[config.mk]
export PLATFORM = sky130hd
export DESIGN_NAME = fifo_wr_stream_if
export DESIGN_NICKNAME = d
export VERILOG_FILES = /design/src/rtl/fifo_wr_stream_if.sv
export SDC_FILE = /design/constraint.sdc
export NUM_CORES = 1
export LEC_CHECK = 0
export ABC_AREA = 1
export CAP_MARGIN = 20
export CORE_ASPECT_RATIO = 1.1
export CORE_MARGIN = 10
export CORE_UTILIZATION = 35
export CTS_BUF_LIST = sky130_fd_sc_hd__clkbuf_8
export CTS_CLUSTER_DIAMETER = 120
export DETAILED_ROUTE_END_ITERATION = 12
export DONT_BUFFER_PORTS = 1
export SLEW_MARGIN = 20
export SYNTH_ARGS = -nofsm -noshare
export SYNTH_HDL_FRONTEND = slang
export SYNTH_SLANG_ARGS = --single-unit
export TNS_END_PERCENT = 10
[constraint.sdc]
create_clock -name wclk -period 1.4 [get_ports wclk]
set_input_delay 0.14 -clock wclk [delete_from_list [all_inputs] [get_ports wclk]]
set_output_delay 0.14 -clock wclk [all_outputs]
set_load 0.02 [all_outputs]
[src/rtl/fifo_wr_stream_if.sv]
// Write-side ingress adapter for the dual-clock FIFO (wclk domain): a 2-entry skid
// buffer in front of winc/wdata, plus a conservative fill level and a stall counter.
module fifo_wr_stream_if #(
  parameter int DSIZE        = 8,
  parameter int ADDRSIZE     = 4,
  parameter int AFULL_THRESH = 12
) (
  input  logic                wclk,
  input  logic                wrst_n,
  input  logic                s_valid,
  input  logic [DSIZE-1:0]    s_data,
  output logic                s_ready,
  input  logic                wfull,
  input  logic [ADDRSIZE:0]   wptr,
  input  logic [ADDRSIZE:0]   wq2_rptr,
  output logic                winc,
  output logic [DSIZE-1:0]    wdata,
  output logic [ADDRSIZE:0]   wlevel,
  output logic                walmost_full,
  input  logic                stall_clr,
  output logic [15:0]         stall_cnt
);

  // Handshake: a word moves upstream->adapter when s_valid & s_ready at a wclk edge;
  // s_ready is a flop so it never sees wfull or s_valid combinationally.
  typedef enum logic [1:0] {EMPTY = 2'd0, ONE = 2'd1, TWO = 2'd2} state_t;

  localparam logic [ADDRSIZE:0] AFULL_LVL = AFULL_THRESH[ADDRSIZE:0];

  state_t             state_q, state_d;
  logic [DSIZE-1:0]   head_q, head_d;
  logic [DSIZE-1:0]   skid_q, skid_d;
  logic               s_ready_q, s_ready_d;
  logic [ADDRSIZE:0]  wlevel_q, level_next;
  logic               walmost_full_q, walmost_full_d;
  logic [15:0]        stall_cnt_q, stall_cnt_d;
  logic               push, pop;

  function automatic logic [ADDRSIZE:0] g2b(input logic [ADDRSIZE:0] g);
    logic [ADDRSIZE:0] b;
    b[ADDRSIZE] = g[ADDRSIZE];
    for (int i = ADDRSIZE - 1; i >= 0; i--) b[i] = b[i+1] ^ g[i];
    return b;
  endfunction

  assign pop  = (state_q != EMPTY) & ~wfull;
  assign push = s_valid & s_ready_q;

  always_comb begin
    state_d = state_q;
    head_d  = head_q;
    skid_d  = skid_q;
    case (state_q)
      EMPTY: begin
        if (push) begin
          state_d = ONE;
          head_d  = s_data;
        end
      end
      ONE: begin
        if (push && !pop) begin
          state_d = TWO;
          skid_d  = s_data;
        end else if (!push && pop) begin
          state_d = EMPTY;
        end else if (push && pop) begin
          head_d = s_data;
        end
      end
      TWO: begin
        if (pop) begin
          state_d = ONE;
          head_d  = skid_q;
        end
      end
      default: state_d = EMPTY;
    endcase
    s_ready_d = (state_d != TWO);
  end

  // Modulo subtract of binary pointers handles wrap; lagging rptr keeps it conservative.
  always_comb begin
    level_next     = g2b(wptr) - g2b(wq2_rptr);
    walmost_full_d = (level_next >= AFULL_LVL);
  end

  always_comb begin
    stall_cnt_d = stall_cnt_q;
    if (stall_clr)
      stall_cnt_d = '0;
    else if (s_valid && !s_ready_q && stall_cnt_q != 16'hFFFF)
      stall_cnt_d = stall_cnt_q + 16'd1;
  end

  always_ff @(posedge wclk or negedge wrst_n) begin
    if (!wrst_n) begin
      state_q        <= EMPTY;
      head_q         <= '0;
      skid_q         <= '0;
      s_ready_q      <= 1'b0;
      wlevel_q       <= '0;
      walmost_full_q <= 1'b0;
      stall_cnt_q    <= '0;
    end else begin
      state_q        <= state_d;
      head_q         <= head_d;
      skid_q         <= skid_d;
      s_ready_q      <= s_ready_d;
      wlevel_q       <= level_next;
      walmost_full_q <= walmost_full_d;
      stall_cnt_q    <= stall_cnt_d;
    end
  end

  assign s_ready      = s_ready_q;
  assign winc         = pop;
  assign wdata        = head_q;
  assign wlevel       = wlevel_q;
  assign walmost_full = walmost_full_q;
  assign stall_cnt    = stall_cnt_q;

endmodule

### Word-level counts from Yosys, hierarchy flattened

Index checks and enable logic that the tools add are counted.

| operators by class | value |
|---|---|
| $add $sub $neg | 2 |
| magnitude comparators | 1 |
| equal/unequal tests | 9 |
| muxes and demuxes | 13 |
| bitwise logic cells | 11 |
| reductions and logical operators | 14 |

Operators by type and width:

| kind | number |
|---|---|
| 8-bit 2-to-1 mux | 5 |
| 16-bit 2-to-1 mux | 2 |
| 8-bit one-hot mux with 3 select lines | 1 |
| 16-bit by 1-bit adder with 16-bit output (second input constant) | 1 |
| 16-bit != test (second input constant) | 1 |
| 2-bit != test (second input constant) | 6 |
| 2-bit 2-to-1 mux | 4 |
| 1-bit XOR | 8 |
| 2-bit one-hot mux with 3 select lines | 1 |
| 6-bit AND reduction | 1 |
| 5-bit by 4-bit greater-or-equal comparator with 1-bit output (second input constant) | 1 |
| 1-bit logical AND | 5 |
| 5-bit subtractor | 1 |
| 2-bit nonzero test | 2 |
| 1-bit logical NOT | 3 |
| 3-bit nonzero test | 1 |
| 1-bit AND | 2 |
| 2-bit by 1-bit == test with 1-bit output (second input constant) | 1 |
| 2-bit == test (second input constant) | 1 |
| 2-bit logical NOT | 1 |
| 2-bit AND reduction | 1 |
| 1-bit NOT | 1 |

| word-level totals | value |
|---|---|
| register bits | 41 |
| bits of input ports | 23 |
| logic and storage cells | 57 |

### Depth between registers and ports, before layout

Gate-level depths: netlist of the first run.

| depth | value |
|---|---|
| depth in word-level cells | 7 |
| gate-level depth with buffers | 15 |
| mapped depth without buffers | 15 |

### Worst setup path before layout of the first run

Ideal clock, no wire load.

| path | value |
|---|---|
| path type | input-to-reg |
| from | input wptr[3] |
| to | register walmost_full_q, in the netlist walmost_full |
| setup time | 0.122 ns |
| arrival time | 1.673 ns |
| data required time | 1.278 ns |
| slack | -0.395 ns |
| stages on the path | 14 |
| path through | nand2_1 > inv_1 > nor2_1 > xor2_1 > nand2_1 > nand3b_1 > nand2_1 > ha_1 > inv_1 > fa_1 > nand3_1 > nand2_1 > xor2_1 > nand2_1 |

| on the way | value |
|---|---|
| word-level cells in the longest chain between the ends | 6 |

RTL lines:

| what | line | RTL |
|---|---|---|
| from (decl) | 14 | `input logic [ADDRSIZE:0] wptr,` |
| 1-bit XOR (*) | 42 | `for (int i = ADDRSIZE - 1; i >= 0; i--) b[i] = b[i+1] ^ g[i];` |
| 1-bit XOR (3 in a row) | 42 |  |
| 5-bit subtractor (*) | 83 | `level_next = g2b(wptr) - g2b(wq2_rptr);` |
| 5-bit by 4-bit greater-or-equal comparator with 1-bit output (*) | 84 | `walmost_full_d = (level_next >= AFULL_LVL);` |
| named net walmost_full_d | 35 | `logic walmost_full_q, walmost_full_d;` |
| to (signal assigned) | 110 | `walmost_full_q <= walmost_full_d;` |
| to (decl) | 35 |  |

Mark *: on every way through the listed nets, which the timed path passes. The rest lies on a longest branch.
A chain may end at the register's enable or synchronous reset.

### Final worst setup path of the first run

| path | value |
|---|---|
| from | register stall_cnt_q[0], in the netlist stall_cnt[0] |
| to | register stall_cnt_q[14], in the netlist stall_cnt[14] |

| on the way | value |
|---|---|
| word-level cells in the longest chain between the ends | 3 |
| elaborated cells on any way between the ends | 6 |

RTL lines:

| what | line | RTL |
|---|---|---|
| from (decl) | 36 | `logic [15:0] stall_cnt_q, stall_cnt_d;` |
| from (signal assigned) | 111 | `stall_cnt_q <= stall_cnt_d;` |
| 16-bit by 1-bit adder with 16-bit output / 16-bit != test (equally long branches) | 92, 91 |  |
| 16-bit 2-to-1 mux / 1-bit logical AND (equally long branches) | 91 | `else if (s_valid && !s_ready_q && stall_cnt_q != 16'hFFFF)` |
| 16-bit 2-to-1 mux / 2-bit nonzero test (equally long branches) | - |  |

Parallel ways exist; a longest one is shown, timed or not. The select of a mux whose other input is x is not followed.

==> results of run 1 <==
-- kinds of logic after synthesis --
family,synth area share
buffers and inverters,0.0770
and+or+nand+nor,0.290
xor gates and xnor gates,0.0570
AOI/OAI and AO/OA,0.0955
DFF,0.445
adders and majority gates,0.0358
-- cell type report --
class | instances | area (um2) | area share
clock buffer | 5 | 68.8 | 0.0220
timing repair buffer | 61 | 508 | 0.162
inverter | 36 | 140 | 0.0447
multi-input combinational | 218 | 1230 | 0.394
timing repair inverter | 1 | 7.51 | 0.00240
sequential | 41 | 1030 | 0.328
tap | 80 | 100 | 0.0320
clock inverter | 3 | 46.3 | 0.0148
-- worst max path at each step --
stage	start	endpoint	depth (start not counted)
global placement	wq2_rptr[4]	walmost_full	14
CTS	wq2_rptr[4]	walmost_full	15
detailed placement	wptr[3]	walmost_full	14
finish	stall_cnt[0]	stall_cnt[14]	9
floorplan	wq2_rptr[4]	walmost_full	15
global route	wq2_rptr[4]	walmost_full	14
-- synthesized netlist by cell type --
master	count	area share
sky130_fd_sc_hd__ha_1	5	0.027
sky130_fd_sc_hd__buf_1	1	0.0016
sky130_fd_sc_hd__o22ai_4	1	0.0087
sky130_fd_sc_hd__o21ai_0	19	0.041
sky130_fd_sc_hd__xnor2_1	2	0.0076
sky130_fd_sc_hd__buf_6	2	0.0098
sky130_fd_sc_hd__nand3b_1	1	0.0033
sky130_fd_sc_hd__nor2_1	38	0.062
sky130_fd_sc_hd__nor2_4	2	0.0098
sky130_fd_sc_hd__nand2_1	92	0.15
sky130_fd_sc_hd__fa_1	1	0.0087
sky130_fd_sc_hd__o21ai_4	1	0.0071
sky130_fd_sc_hd__inv_1	35	0.057
sky130_fd_sc_hd__dfrtp_1	41	0.44
sky130_fd_sc_hd__xor2_1	13	0.049
sky130_fd_sc_hd__nand2_2	1	0.0027
sky130_fd_sc_hd__nor2_2	1	0.0027
sky130_fd_sc_hd__nand3_1	15	0.033
sky130_fd_sc_hd__a21oi_1	10	0.022
sky130_fd_sc_hd__clkbuf_1	1	0.0016
sky130_fd_sc_hd__buf_2	2	0.0043
sky130_fd_sc_hd__nand4_1	10	0.027
sky130_fd_sc_hd__inv_4	1	0.0027
sky130_fd_sc_hd__a31o_2	1	0.0038
sky130_fd_sc_hd__o21bai_1	4	0.013
-- routing by layer --
metal / part of all wire / global-route usage / vias up
met5: 0 / 0 / -
met4: 0.017 / 0.0520 / 0
met3: 0.080 / 0.0461 / 11
met2: 0.51 / 0.206 / 67
met1: 0.39 / 0.125 / 988
li1: - / - / 1073
-- through the flow --
stage	TNS [ps]	instance area [um2]	total power (uW)
after floorplan	-3420	2340	2720
after global placement	-4350	2760	3070
after detailed placement	-5260	2760	3100
after CTS	-506	3060	4200
after global routing	-1890	3130	4550
final	-505	3130	4220
-- state kept, by name, indices dropped and copies added, names as in the netlist --
| signal | flops |
|---|---|
| wdata | 8 |
| walmost_full | 1 |
| skid_q | 8 |
| stall_cnt | 16 |
| s_ready | 1 |
| wlevel | 5 |
| state_q | 2 |
-- what timing repair did --
action | 4_1_cts | 5_1_grt
hold endpoints to repair | 50 | 0
hold buffers | 7 | 0
resized for setup | 19 | 16
pin swaps | 25 | 8
cloned | 1 | 1
endpoints found under the setup margin | 17 | 34
buffers inserted | 8 | 1
-- where the power goes --
part	switching (uW)	leakage [uW]	total (uW)	internal (uW)
Clock	448	0.0000543	982	534
Combinational	721	0.000937	1290	567
Sequential	429	0.000515	1950	1520
==> metrics.json, run 1 <==
{
  "grt_pass1_vias": 2252,
  "p_leak_uw": 0.00151,
  "final_core_utilization": 0.500,
  "setup-violations-final": 14,
  "worst_ep_arrival_time_ps": 1660,
  "row_count": 30,
  "cts_tree": "built",
  "diodes": 0,
  "slew_headroom": 0.818,
  "mappedNetlistNets": 329,
  "post_synth.cell_area_avg_um2": 7.69,
  "critical-path-top-cell-by-count": "sky130_fd_sc_hd__nand2_1",
  "cts.path.max_buffers": 2,
  "fp.coreArea_um2": 6270,
  "drtAntennaViolNets": 0,
  "timing.critical_path.buf_inv": 2,
  "synthDistinctLibCells": 25,
  "fp.dieW_um": 97.4,
  "finalHoldWorstSlack_ps": 16.0,
  "timing.final.ws_setup_ps": -60.5,
  "globalRouteOverflowTotal": 0,
  "endpoint_kind": "flip-flop",
  "detailed_place_hpwl_mm": 4.40,
  "design.final.nets": 393,
  "startpoint_of_the_tightest_hold_check_path": "s_data[4]",
  "cts_sinks": 41,
  "detailedPlace.worstSlack_ps": -419,
  "layout.filler_cells": 599,
  "worst_ep_required_time_ps": 1600,
  "grt_antenna_before_repair": 0,
  "port-buffer-count": 0,
  "ff2ff_path_depth": 9,
  "totalWireLength_mm": 6.20,
  "clock_skew_ps": 7.93,
  "maxSlewViolCount": 0,
  "insertion_delay_ps": 300,
  "layout_worst_path_cycle_share": 1.04,
  "io_pins": 55,
  "critical_path.reg2reg.startpoint": "stall_cnt[0]",
  "wire_per_inst_um": 13.9,
  "floorplan.die.height_um": 105,
  "replace_congestion": 0.816,
  "final_common_cell": "sky130_fd_sc_hd__nand2_1",
  "timing.reg2reg.setup_slack_ps": -60,
  "drv.max_cap_violation_count": 0,
  "critical_path_peak_fanout": 7,
  "clk_transition_reported_paths_ps": 90,
  "cellPowerDensity_nw_per_um2": 1350,
  "result_of_the_run": "finished with violations",
  "yosys_warnings": 0,
  "tritoncts.num_buffers": 5,
  "detailedRoute.firstPassIterationCount": 4,
  "cpMaxStageDelayCell": "sky130_fd_sc_hd__dfrtp_1",
  "final-instance-count-excl-fill": 445,
  "global_route.usage.total": 0.119,
  "maximum_number_of_pins_on_one_net_before_global_route_repair": 42,
  "synth_seq_area_share": 0.445,
  "dr_total_vias": 2139,
  "crit_path_max_incr_delay_ps": 390,
  "cells_along_the_critical_path": "ha_2 -> inv_2 -> nor2_2 -> nand2_2 -> nor2_4 -> o21ai_4 -> clkinvlp_4 -> nand2_1 -> nand2_1",
  "worst_pin_slew_ps": 273,
  "rsz0062_at_grt": "true",
  "failed_checks": "setup timing",
  "total_die_area_um2": 10200,
  "rr_endpoint": "stall_cnt[14]",
  "detail_route.drc_violations": 0,
  "achievable-frequency_ghz": 0.685,
  "cts_root_buf": "sky130_fd_sc_hd__clkbuf_8",
  "power.ir.vdd_worst_v": 0.00118,
  "floorplan.initialDensity": 0.368,
  "syn_inst": 300,
  "area_growth_syn_to_layout_pct": 35.8,
  "critPathKind": "reg2reg",
  "layout_common_cells": "83 x sky130_fd_sc_hd__nand2_1, 48 x sky130_fd_sc_hd__buf_4, 41 x sky130_fd_sc_hd__dfrtp_1",
  "netlist_area_um2": 2310,
  "finalHoldViolations": 0,
  "htreeDepth": 2,
  "layout_cell_share_with_drive_strength_beyond_1": 0.293,
  "min_to": "skid_q[4]",
  "drt-initial-drc-count": 67,
  "final_period_minus_worst_setup_slack_ps": 1460,
  "first_pass_grt_wire_length_mm": 10.3,
  "hold_path_depth": 2,
  "worst_hold_path_type": "in2reg",
  "startpoint_type": "flip-flop",
  "synth-seq-cells": 41,
  "dpl.cell_count": 421,
  "avgViaCountPerCell": 4.81,
  "timing.critical_path.max_delay_family": "flip-flops"
}
No activity file was read; power rests on OpenSTA's default activity.
==> inputs of run 2 (changes only) <==
- ABC_CLOCK_PERIOD_IN_PS: unset -> 1400
- CTS_CLUSTER_DIAMETER: 120 -> 100
==> results of run 2 <==
Same layout as run 1: the final DEF is identical, and so are final timing and power.
==> inputs of run 3 (changes only) <==
- ABC_CLOCK_PERIOD_IN_PS: 1400 -> 1200
- clock period: 1.4 -> 1.2 ns (I/O delays scaled with it)
==> run 3 against run 2 <==
The flow still finishes with violations (setup timing). Critical path depth is 1 higher. Via count down 1.2%. Core utilization up 1.2 points. Maximum frequency grew 0.18%. First-iteration DRC count fell by 24%. Setup slack got worse by 200 ps. Final cell count rose by 0.67%. Global-route usage is 0.19 points higher.
==> metrics.json, run 3 (same netlist as run 1, synthesis figures left out) <==
{
  "final_period_minus_worst_setup_slack_ps": 1460,
  "dr_total_vias": 2113,
  "floorplan.die.height_um": 105,
  "final_design_area_no_fill_um2": 3210,
  "cts_sinks": 41,
  "result_of_the_run": "finished with violations",
  "critPathKind": "reg2reg",
  "intPower_uw": 3130,
  "met1_usage": 0.137,
  "total_die_area_um2": 10200,
  "worst_hold_path_type": "in2reg",
  "replace_congestion": 0.829,
  "avgViaCountPerCell": 4.72,
  "clk_transition_reported_paths_ps": 90,
  "cts_root_buf": "sky130_fd_sc_hd__clkbuf_8",
  "worst_ep_arrival_time_ps": 1640,
  "io_pins": 55,
  "timing.final.ws_setup_ps": -258,
  "first_pass_grt_wire_length_mm": 10.5,
  "rsz0062_at_grt": "true",
  "insertion_delay_ps": 300,
  "failed_checks": "setup timing",
  "design.final.nets": 396,
  "htreeDepth": 2,
  "fp.dieW_um": 97.4,
  "global_route.peak_usage_layer": "met2",
  "maxSlewViolCount": 0,
  "timing.critical_path.max_delay_family": "simple AND/OR/NAND/NOR gates",
  "post_dp_cell_area_um2": 2800,
  "detailed_place_hpwl_mm": 4.54,
  "finalHoldWorstSlack_ps": 56.7,
  "worst_pin_slew_ps": 265,
  "startpoint_of_the_tightest_hold_check_path": "wfull",
  "combPwrFrac": 0.320,
  "layout_cell_share_with_drive_strength_beyond_1": 0.307,
  "startpoint_type": "flip-flop",
  "grt_pass1_vias": 2196,
  "drt-initial-drc-count": 51,
  "clock_power_share": 0.226,
  "detailedRoute.firstPassIterationCount": 4,
  "achievable-frequency_ghz": 0.686,
  "power.switching_uw": 1920,
  "wire_per_inst_um": 13.7,
  "power.ir.vdd_worst_v": 0.00113,
  "global_route.usage.total": 0.121,
  "floorplan.initialDensity": 0.368,
  "port-buffer-count": 0,
  "p_leak_uw": 0.00152,
  "cpMaxStageDelayCell": "sky130_fd_sc_hd__dfrtp_1",
  "drv.max_cap_violation_count": 0,
  "layout_worst_path_cycle_share": 1.21,
  "met3_usage": 0.0415,
  "switching_share_of_total_power": 0.380,
  "totalWireLength_mm": 6.14,
  "row_count": 30,
  "cts_tree": "built",
  "min_to": "state_q[1]",
  "largest_reg_flops": 16,
  "clock_skew_ps": 8.43,
  "diodes": 0,
  "tritoncts.num_buffers": 5,
  "cells_along_the_critical_path": "ha_2 -> inv_2 -> nor2_2 -> nand2_2 -> nor2_4 -> buf_6 -> o21ai_4 -> buf_4 -> nand2_1 -> nand2_1",
  "worst_ep_required_time_ps": 1390,
  "final_core_utilization": 0.512,
  "cellPowerDensity_nw_per_um2": 1570,
  "layout_common_cells": "82 x sky130_fd_sc_hd__nand2_1, 49 x sky130_fd_sc_hd__buf_4, 41 x sky130_fd_sc_hd__dfrtp_1",
  "timing.critical_path.buf_inv": 3,
  "hold_path_depth": 2,
  "critical_path.reg2reg.startpoint": "stall_cnt[0]",
  "finalHoldViolations": 0,
  "cts.path.max_buffers": 2,
  "critical_path_peak_fanout": 3,
  "globalRouteOverflowTotal": 0,
  "endpoint_kind": "flip-flop",
  "seq_power_share": 0.454,
  "fp.coreArea_um2": 6270,
  "use_met2": 0.210,
  "detailedPlace.worstSlack_ps": -636,
  "grt_antenna_before_repair": 0,
  "maximum_number_of_pins_on_one_net_before_global_route_repair": 42,
  "detail_route.drc_violations": 0,
  "crit_path_max_incr_delay_ps": 360,
  "slew_headroom": 0.823,
  "final_common_cell": "sky130_fd_sc_hd__nand2_1",
  "area_growth_syn_to_layout_pct": 39.2,
  "ff2ff_path_depth": 10,
  "drtAntennaViolNets": 0,
  "timing.reg2reg.setup_slack_ps": -260,
  "setup-violations-final": 30,
  "rr_endpoint": "stall_cnt[3]",
  "critical-path-top-cell-by-count": "sky130_fd_sc_hd__nand2_1"
}
[run 3: how the worst max path moves through the flow]
stage,start,endpoint,slack [ps],cells past startpoint
detailed placement,wq2_rptr[4],walmost_full,-640,14
global placement,wq2_rptr[4],walmost_full,-560,14
finish,stall_cnt[0],stall_cnt[3],-260,10
floorplan,wq2_rptr[4],walmost_full,-480,15
global route,wq2_rptr[4],walmost_full,-360,15
CTS,stall_cnt[1],stall_cnt[3],-250,10
[run 3: power by group through the flow]
stage | logic, uW | clock network, uW | registers [uW]
detailed placement | 1340 | 0 | 2320
finish | 1620 | 1140 | 2290
global route | 1840 | 1230 | 2350
CTS | 1530 | 1170 | 2300
floorplan | 907 | 0 | 2260
global placement | 1310 | 0 | 2310
[run 3: what timing repair did]
| item | CTS | global route |
|---|---|---|
| setup buffers | 2 | 0 |
| gates resized for setup | 29 | 21 |
| hold endpoints to repair | 54 | 5 |
| hold buffers | 10 | 1 |
| endpoints found under the setup margin | 39 | 41 |
| pin swaps | 14 | 3 |
[run 3: stage by stage]
| step | std cells | setup TNS [ps] | total power [uW] |
|---|---|---|---|
| after floorplan | 300 | -8710 | 3170 |
| after global placement | 427 | -9550 | 3620 |
| after detailed placement | 427 | -10450 | 3660 |
| after CTS | 447 | -4380 | 5000 |
| after global routing | 448 | -7680 | 5410 |
| final | 448 | -4410 | 5050 |
[run 3: per-layer routing]
layer,vias up,part of all wire
met5,-,0
met4,0,0.014
met3,8,0.072
met2,41,0.51
met1,982,0.40
li1,1082,-
[run 3: cell type report]
type	instances	area [um2]
multi-input combinational	217	1270
clock inverter	3	46.3
tap	80	100
timing repair buffer	66	556
fill	616	3060
inverter	36	143
sequential	41	1030
clock buffer	5	68.8
